`config.mk`:
```
export PLATFORM = sky130hd
export DESIGN_NAME = pyramid_decimator
export DESIGN_NICKNAME = d
export VERILOG_FILES = /design/src/rtl/pyramid_pkg.sv /design/src/rtl/decim_line_buffer.sv /design/src/rtl/pyramid_decimator.sv
export SDC_FILE = /design/constraint.sdc
export NUM_CORES = 1
export LEC_CHECK = 0
export BUFFER_PORTS_ARGS = -buffer_cell sky130_fd_sc_hd__buf_4
export CORE_ASPECT_RATIO = 1.4
export CORE_UTILIZATION = 45
export DETAILED_ROUTE_END_ITERATION = 6
export GPL_ROUTABILITY_DRIVEN = 0
export PLACE_DENSITY = 0.6
export SYNTH_ARGS = -nofsm -noshare
export SYNTH_HDL_FRONTEND = slang
export SYNTH_SLANG_ARGS = --single-unit
```
`constraint.sdc`:
```
create_clock -name clk -period 11.7 [get_ports clk]
set_input_delay 2.34 -clock clk [delete_from_list [all_inputs] [get_ports clk]]
set_output_delay 2.34 -clock clk [all_outputs]
set_load 0.02 [all_outputs]
```
`src/rtl/pyramid_pkg.sv`:
```
`default_nettype none
// ============================================================================
// Module      : pyramid_pkg
// Description : Shared constants and FSM state type for the 2x2 pyramid
//               decimator. Level-0 dimensions are the default source image
//               size; SUM_W is the width of a four-pixel sum.
// Revision    : 1.0 - initial release
// ============================================================================
package pyramid_pkg;

    localparam int PIX_W         = 8;
    localparam int SUM_W         = PIX_W + 2;
    localparam int LEVEL0_WIDTH  = 320;
    localparam int LEVEL0_HEIGHT = 240;

    typedef enum logic [1:0] {
        ST_IDLE     = 2'd0,
        ST_ROW_EVEN = 2'd1,
        ST_ROW_ODD  = 2'd2,
        ST_DONE     = 2'd3
    } decim_state_t;

endpackage : pyramid_pkg
`default_nettype wire

```
`src/rtl/decim_line_buffer.sv`:
```
`default_nettype none
// ============================================================================
// Module      : decim_line_buffer
// Description : Simple dual-port RAM holding one horizontal pair sum per
//               2-pixel column. Synchronous write, combinational read so the
//               odd-row sum is available in the same cycle as the pixel.
//               Contents are not reset; every entry is rewritten on each even
//               row before the following odd row reads it.
// Ports       : clk      - clock
//               wr_en    - write strobe
//               wr_addr  - write entry
//               wr_data  - pair sum to store
//               rd_addr  - read entry
//               rd_data  - stored pair sum (combinational)
// Revision    : 1.0 - initial release
// ============================================================================
module decim_line_buffer
    import pyramid_pkg::*;
#(
    parameter int DEPTH = LEVEL0_WIDTH / 2,
    parameter int WIDTH = PIX_W + 1,
    parameter int AW    = (DEPTH > 1) ? $clog2(DEPTH) : 1
) (
    input  logic             clk,
    input  logic             wr_en,
    input  logic [AW-1:0]    wr_addr,
    input  logic [WIDTH-1:0] wr_data,
    input  logic [AW-1:0]    rd_addr,
    output logic [WIDTH-1:0] rd_data
);

    logic [WIDTH-1:0] r_mem [DEPTH];

    always_ff @(posedge clk) begin
        if (wr_en) begin
            r_mem[wr_addr] <= wr_data;
        end
    end

    assign rd_data = r_mem[rd_addr];

endmodule : decim_line_buffer
`default_nettype wire

```
`src/rtl/pyramid_decimator.sv`:
```
`default_nettype none
// ============================================================================
// Module      : pyramid_decimator
// Description : Builds one pyramid level by averaging every 2x2 block of a
//               raster-order source image. Even rows store horizontal pair
//               sums in a line buffer; odd rows complete the four-pixel sum
//               and issue one registered write per block.
// Ports       : clk, rst_n (async, active-low)
//               sof              - start of frame (restarts any frame)
//               pix_valid/data   - source pixel stream
//               pix_ready        - pixel accepted when valid & ready
//               wr_addr/data/en  - downsampled pixel write to frame memory
//               busy             - frame in progress
//               frame_done       - one-cycle pulse after the last write
// Config      : define PYRAMID_DECIM_ROUND_EN for round-to-nearest with
//               saturation; default build truncates (sum >> 2).
// Revision    : 1.0 - initial release
// ============================================================================
module pyramid_decimator
    import pyramid_pkg::*;
#(
    parameter int DATA_WIDTH = PIX_W,
    parameter int ADDR_WIDTH = 16,
    parameter int IMG_WIDTH  = LEVEL0_WIDTH,
    parameter int IMG_HEIGHT = LEVEL0_HEIGHT
) (
    input  logic                  clk,
    input  logic                  rst_n,
    input  logic                  sof,
    input  logic                  pix_valid,
    input  logic [DATA_WIDTH-1:0] pix_data,
    output logic                  pix_ready,
    output logic [ADDR_WIDTH-1:0] wr_addr,
    output logic [DATA_WIDTH-1:0] wr_data,
    output logic                  wr_en,
    output logic                  busy,
    output logic                  frame_done
);

    localparam int c_XW       = $clog2(IMG_WIDTH);
    localparam int c_YW       = $clog2(IMG_HEIGHT);
    localparam int c_LB_DEPTH = IMG_WIDTH / 2;
    localparam int c_LB_AW    = (c_LB_DEPTH > 1) ? $clog2(c_LB_DEPTH) : 1;
    localparam int c_PAIR_W   = DATA_WIDTH + 1;
    localparam int c_SUM_W    = DATA_WIDTH + (SUM_W - PIX_W);

    localparam logic [c_XW-1:0] c_X_LAST = c_XW'(IMG_WIDTH - 1);
    localparam logic [c_YW-1:0] c_Y_LAST = c_YW'(IMG_HEIGHT - 1);

    decim_state_t          r_state;
    logic                  r_ready;
    logic                  r_busy;
    logic                  r_frame_done;
    logic                  r_wr_en;
    logic [ADDR_WIDTH-1:0] r_wr_addr;
    logic [DATA_WIDTH-1:0] r_wr_data;
    logic [ADDR_WIDTH-1:0] r_addr_cnt;
    logic [c_XW-1:0]       r_x;
    logic [c_YW-1:0]       r_y;
    logic [DATA_WIDTH-1:0] r_hold;

    logic                  w_accept;
    logic                  w_x_odd;
    logic                  w_x_last;
    logic                  w_y_last;
    logic                  w_lb_we;
    logic [c_LB_AW-1:0]    w_lb_addr;
    logic [c_PAIR_W-1:0]   w_pair;
    logic [c_PAIR_W-1:0]   w_lb_rd;
    logic [c_SUM_W-1:0]    w_sum;
    logic [DATA_WIDTH-1:0] w_avg;

    assign w_accept  = pix_valid & r_ready;
    assign w_x_odd   = r_x[0];
    assign w_x_last  = (r_x == c_X_LAST);
    assign w_y_last  = (r_y == c_Y_LAST);
    assign w_lb_addr = c_LB_AW'(r_x >> 1);
    assign w_pair    = c_PAIR_W'(r_hold) + c_PAIR_W'(pix_data);
    assign w_sum     = c_SUM_W'(w_lb_rd) + c_SUM_W'(r_hold) + c_SUM_W'(pix_data);

    // A restart request drops the coincident pixel, so it must not touch
    // the line buffer either.
    assign w_lb_we = w_accept & ~sof & (r_state == ST_ROW_EVEN) & w_x_odd;

`ifdef PYRAMID_DECIM_ROUND_EN
    logic [c_SUM_W:0] w_rnd;
    logic             w_sat;
    assign w_rnd = {1'b0, w_sum} + (c_SUM_W + 1)'(2);
    assign w_sat = |(w_rnd >> (DATA_WIDTH + 2));
    assign w_avg = w_sat ? {DATA_WIDTH{1'b1}} : DATA_WIDTH'(w_rnd >> 2);
`else
    assign w_avg = DATA_WIDTH'(w_sum >> 2);
`endif

    decim_line_buffer #(
        .DEPTH (c_LB_DEPTH),
        .WIDTH (c_PAIR_W),
        .AW    (c_LB_AW)
    ) u_line_buffer (
        .clk     (clk),
        .wr_en   (w_lb_we),
        .wr_addr (w_lb_addr),
        .wr_data (w_pair),
        .rd_addr (w_lb_addr),
        .rd_data (w_lb_rd)
    );

    always_ff @(posedge clk or negedge rst_n) begin
        if (!rst_n) begin
            r_state      <= ST_IDLE;
            r_ready      <= 1'b0;
            r_busy       <= 1'b0;
            r_frame_done <= 1'b0;
            r_wr_en      <= 1'b0;
            r_wr_addr    <= '0;
            r_wr_data    <= '0;
            r_addr_cnt   <= '0;
            r_x          <= '0;
            r_y          <= '0;
            r_hold       <= '0;
        end else begin
            r_wr_en      <= 1'b0;
            r_frame_done <= 1'b0;
            if (sof) begin
                // Restart wins over everything; a frame that already reached
                // DONE has finished its writes and still reports completion.
                r_state      <= ST_ROW_EVEN;
                r_ready      <= 1'b1;
                r_busy       <= 1'b1;
                r_frame_done <= (r_state == ST_DONE);
                r_addr_cnt   <= '0;
                r_x          <= '0;
                r_y          <= '0;
            end else begin
                case (r_state)
                    ST_ROW_EVEN, ST_ROW_ODD: begin
                        if (w_accept) begin
                            if (!w_x_odd) begin
                                r_hold <= pix_data;
                            end
                            if ((r_state == ST_ROW_ODD) && w_x_odd) begin
                                r_wr_en    <= 1'b1;
                                r_wr_data  <= w_avg;
                                r_wr_addr  <= r_addr_cnt;
                                r_addr_cnt <= r_addr_cnt + ADDR_WIDTH'(1);
                            end
                            if (w_x_last) begin
                                r_x <= '0;
                                r_y <= w_y_last ? '0 : r_y + c_YW'(1);
                                if (r_state == ST_ROW_EVEN) begin
                                    r_state <= ST_ROW_ODD;
                                end else if (w_y_last) begin
                                    r_state <= ST_DONE;
                                    r_ready <= 1'b0;
                                end else begin
                                    r_state <= ST_ROW_EVEN;
                                end
                            end else begin
                                r_x <= r_x + c_XW'(1);
                            end
                        end
                    end
                    ST_DONE: begin
                        r_state      <= ST_IDLE;
                        r_busy       <= 1'b0;
                        r_frame_done <= 1'b1;
                    end
                    default: begin
                        r_state <= ST_IDLE;
                        r_ready <= 1'b0;
                    end
                endcase
            end
        end
    end

    assign pix_ready  = r_ready;
    assign busy       = r_busy;
    assign frame_done = r_frame_done;
    assign wr_en      = r_wr_en;
    assign wr_addr    = r_wr_addr;
    assign wr_data    = r_wr_data;

endmodule : pyramid_decimator
`default_nettype wire
```
==> impl_metrics.ini <==
[status]
outcome = complete, no violations

[timing]
fmax_mhz = 146
drv_slew = 0
fin_crit_sh_pct = 58.6
hold_violations = 0
rsz0062_at_grt = no
clock_skew_ns = 0.0206
worstMarginPinSlew_ns = 1.33
period_needed_ns = 6.86
hold_ws_ns = 0.479
maxSlewHeadroom_pct = 11.0
setup_tns_ns = 0
worst_slack_ns = 4.84
final-setup-viol-count = 0

[final_layout]
n_antenna_cell = 0
final_nets = 2885
syn_to_final_growth_pct = 11.3
drive_gt1_share_pct = 25.2
final_core_util_pct = 50.5
instances_no_fill = 4701
finish.instance_area_um2 = 66200

[setup_path]
crit_family = compound AO/OA/AOI/OAI gates
crit_buf_inv = 2
slowest_delay_ns = 0.88
worstPathArrival_ns = 7.50
crit_top_cell = a21oi_1
criticalPathCategory = register to register
cp_max_fo = 62
worst_path_max_delay_cell = dfrtp_4
path_cells = buf_4 -> mux4_2 -> mux4_2 -> mux4_2 -> and2_1 -> a211oi_1 -> a21oi_1 -> fa_1 -> o21ai_0 -> nor3_1 -> inv_1 -> a311oi_1 -> nor3_1 -> nand2_1 -> fa_1 -> a21oi_1 -> o21bai_1 -> a21o_1 -> a21oi_1 -> nor2b_1 -> o21ai_0 -> a21oi_1
start_kind = register
cp-end-kind = register
worstPathRequired_ns = 12.35

[synthesis]
synth.largest_area_cell = edfxtp_1
synthAdderAreaFrac_pct = 0.766
synth-seq-area-share_pct = 75.7
ys.flop_type = edfxtp_1
synthMuxAreaShare_pct = 17.6
yosys.area.top_type_share_pct = 72.7
synth_cells = 2758
yosysMostFrequentCell = edfxtp_1
ys_types = 53
synth-simple-area-share_pct = 2.98
synth_compound_area_share_pct = 1.24
netlist_area_um2 = 59500
synthXorXnorAreaFrac_pct = 0.397
syn_avg_cell_area_um2 = 21.6
synth_nets = 2801
ys_ff_latch = 1511
synth.area.top_cells = edfxtp_1 (73%), mux4_2 (16%), dfrtp_1 (3.0%)
synth_edf_count = 1440
ys_warn_count = 0
synth_top_family_by_area = multiplexers
yosys-top-cells-count = edfxtp_1 (1440), mux4_2 (434), nor2_1 (204)
async_flop_share_pct = 4.70

[run]
maxCapViolations = 0

[global_routing]
grt_max_degree = 119
grt_util_all_layers_pct = 22.0
antenna_found_initial = 3
grt_pass1_vias = 28871
grt_pass1_wl_um = 208000
overflow = 0

[placement]
io_buffers = 39
dpl-instance-area_um2 = 61700
place_ws_ns = 4.90
dp.cells = 4448
dp_hpwl_um = 88600

[floorplanning]
start_util_pct = 45.4
die_w_um = 309
io_pins = 40
die-height_um = 432
die_area_um2 = 134000
fp.coreArea_um2 = 131000
row_count = 157

[clock_tree]
cts-buffers-inserted = 141
clock_sinks = 1511
cts_setup_buffers = 0
insertion_delay_ns = 0.78
cts.repair.resized = 0
max-clock-path-buffers = 3
postCtsHoldBufs = 0
clockRootBuffer = clkbuf_16
cts.htree.levels = 4
cts_tree = built
cts.clk_slew.worst_paths_ns = 0.06

[routing]
drt_iter0_markers = 2707
drcViolationCount = 0
vias = 28072
dr.pass1.iters = 7
drt-total-wl_um = 144000
antenna_left = 0
wl_per_cell_um = 30.6
vias_per_cell = 5.97

[min_path]
worstHoldPathType = register to register

[power]
power_mw = 12.1
leakage_nw = 20.1
irDropWorstVdd_mv = 0.155
powerDensity_nw_per_um2 = 183
==> where the power goes <==
part	switching, mW	internal [mW]	leakage (nW)	total (mW)
clock	1.99	2.52	2.17	4.50
sequential	0.0125	6.55	13.9	6.56
combinational	0.834	0.220	3.99	1.05
==> cells in the final DEF (no fill, tap or decap), drive strengths merged, types with 4 or more instances in the layout <==
master    count
dfrtp        71
nor2b        12
fa            9
a21o          4
buf          84
a21oi        32
nand4        12
edfxtp     1440
clkinv       55
inv          26
xnor2        10
and3          7
xor2         17
clkinvlp      5
mux4        434
bufinv       11
nor2        204
o21bai        4
nor3         13
ha           22
o21ai        24
a31oi         5
nand2b        6
or3           8
nand2       100
and2          9
nand3        28
mux2i        55
clkbuf      175
a22oi        19
mux2         13
a211oi        7
==> metal layers <==
| metal | vias up | part of all wire (%) | global-route usage [%] |
|---|---|---|---|
| li1 | 11610 | - | - |
| met5 | - | 0.011 | 0 |
| met1 | 15216 | 38 | 27.5 |
| met4 | 2 | 3.2 | 7.60 |
| met2 | 1017 | 53 | 38.5 |
| met3 | 227 | 5.4 | 3.59 |
==> path summary, 6_finish.rpt <==
| path | cells after the start | start | slack (ns) | to |
|---|---|---|---|---|
| setup / recovery | 22 | r_x[2] | 4.84 | wr_data[7] |
| setup reg to reg | 22 | r_x[2] | 4.84 | wr_data[7] |
| hold reg to reg | 2 | wr_addr[13] | 0.48 | wr_addr[13] |
| hold / removal | 2 | wr_addr[13] | 0.48 | wr_addr[13] |
| max in group asynchronous | 1 | rst_n | 9.30 | r_x[2] |
| min in group asynchronous | 1 | rst_n | 1.72 | wr_addr[2] |
==> layout make-up <==
| type | instances | area (µm²) |
|---|---|---|
| clock inverter | 78 | 771 |
| clock buffer | 175 | 3720 |
| fill | 10221 | 64800 |
| tap | 1749 | 2190 |
| inverter | 19 | 73.8 |
| sequential | 1511 | 45000 |
| timing repair buffer | 84 | 693 |
| multi-input combinational | 1085 | 13700 |
==> worst register-to-register path, cell delays in order, from the launching register on <==
cell and delay, ns:
dfrtp_4 0.88, buf_4 0.83, mux4_2 0.49, mux4_2 0.51
mux4_2 0.55, and2_1 0.18, a211oi_1 0.34, a21oi_1 0.10
fa_1 0.47, o21ai_0 0.15, nor3_1 0.11, inv_1 0.13
a311oi_1 0.09, nor3_1 0.23, nand2_1 0.12, fa_1 0.48
a21oi_1 0.21, o21bai_1 0.12, a21o_1 0.19, a21oi_1 0.22
nor2b_1 0.08, o21ai_0 0.17, a21oi_1 0.08
==> state kept, by name, summed over array words and instances, names as in the netlist <==
register / cells
busy: 1
pix_ready: 1
frame_done: 1
u_line_buffer.r_mem: 1440
r_state: 2
r_hold: 8
wr_data: 8
wr_addr: 16
r_addr_cnt: 16
r_y: 8
wr_en: 1
r_x: 9
==> cells by family (layout without fill, tap and decap cells) <==
family,after synthesis,count (layout)
muxes,502,502
adders and majority gates,31,31
and+or+nand+nor,410,410
xor gates and xnor gates,27,27
DFF,1511,1511
buffers and inverters,162,356
AOI/OAI and AO/OA,115,115
Note: power is estimated with default switching activity, not from simulation.
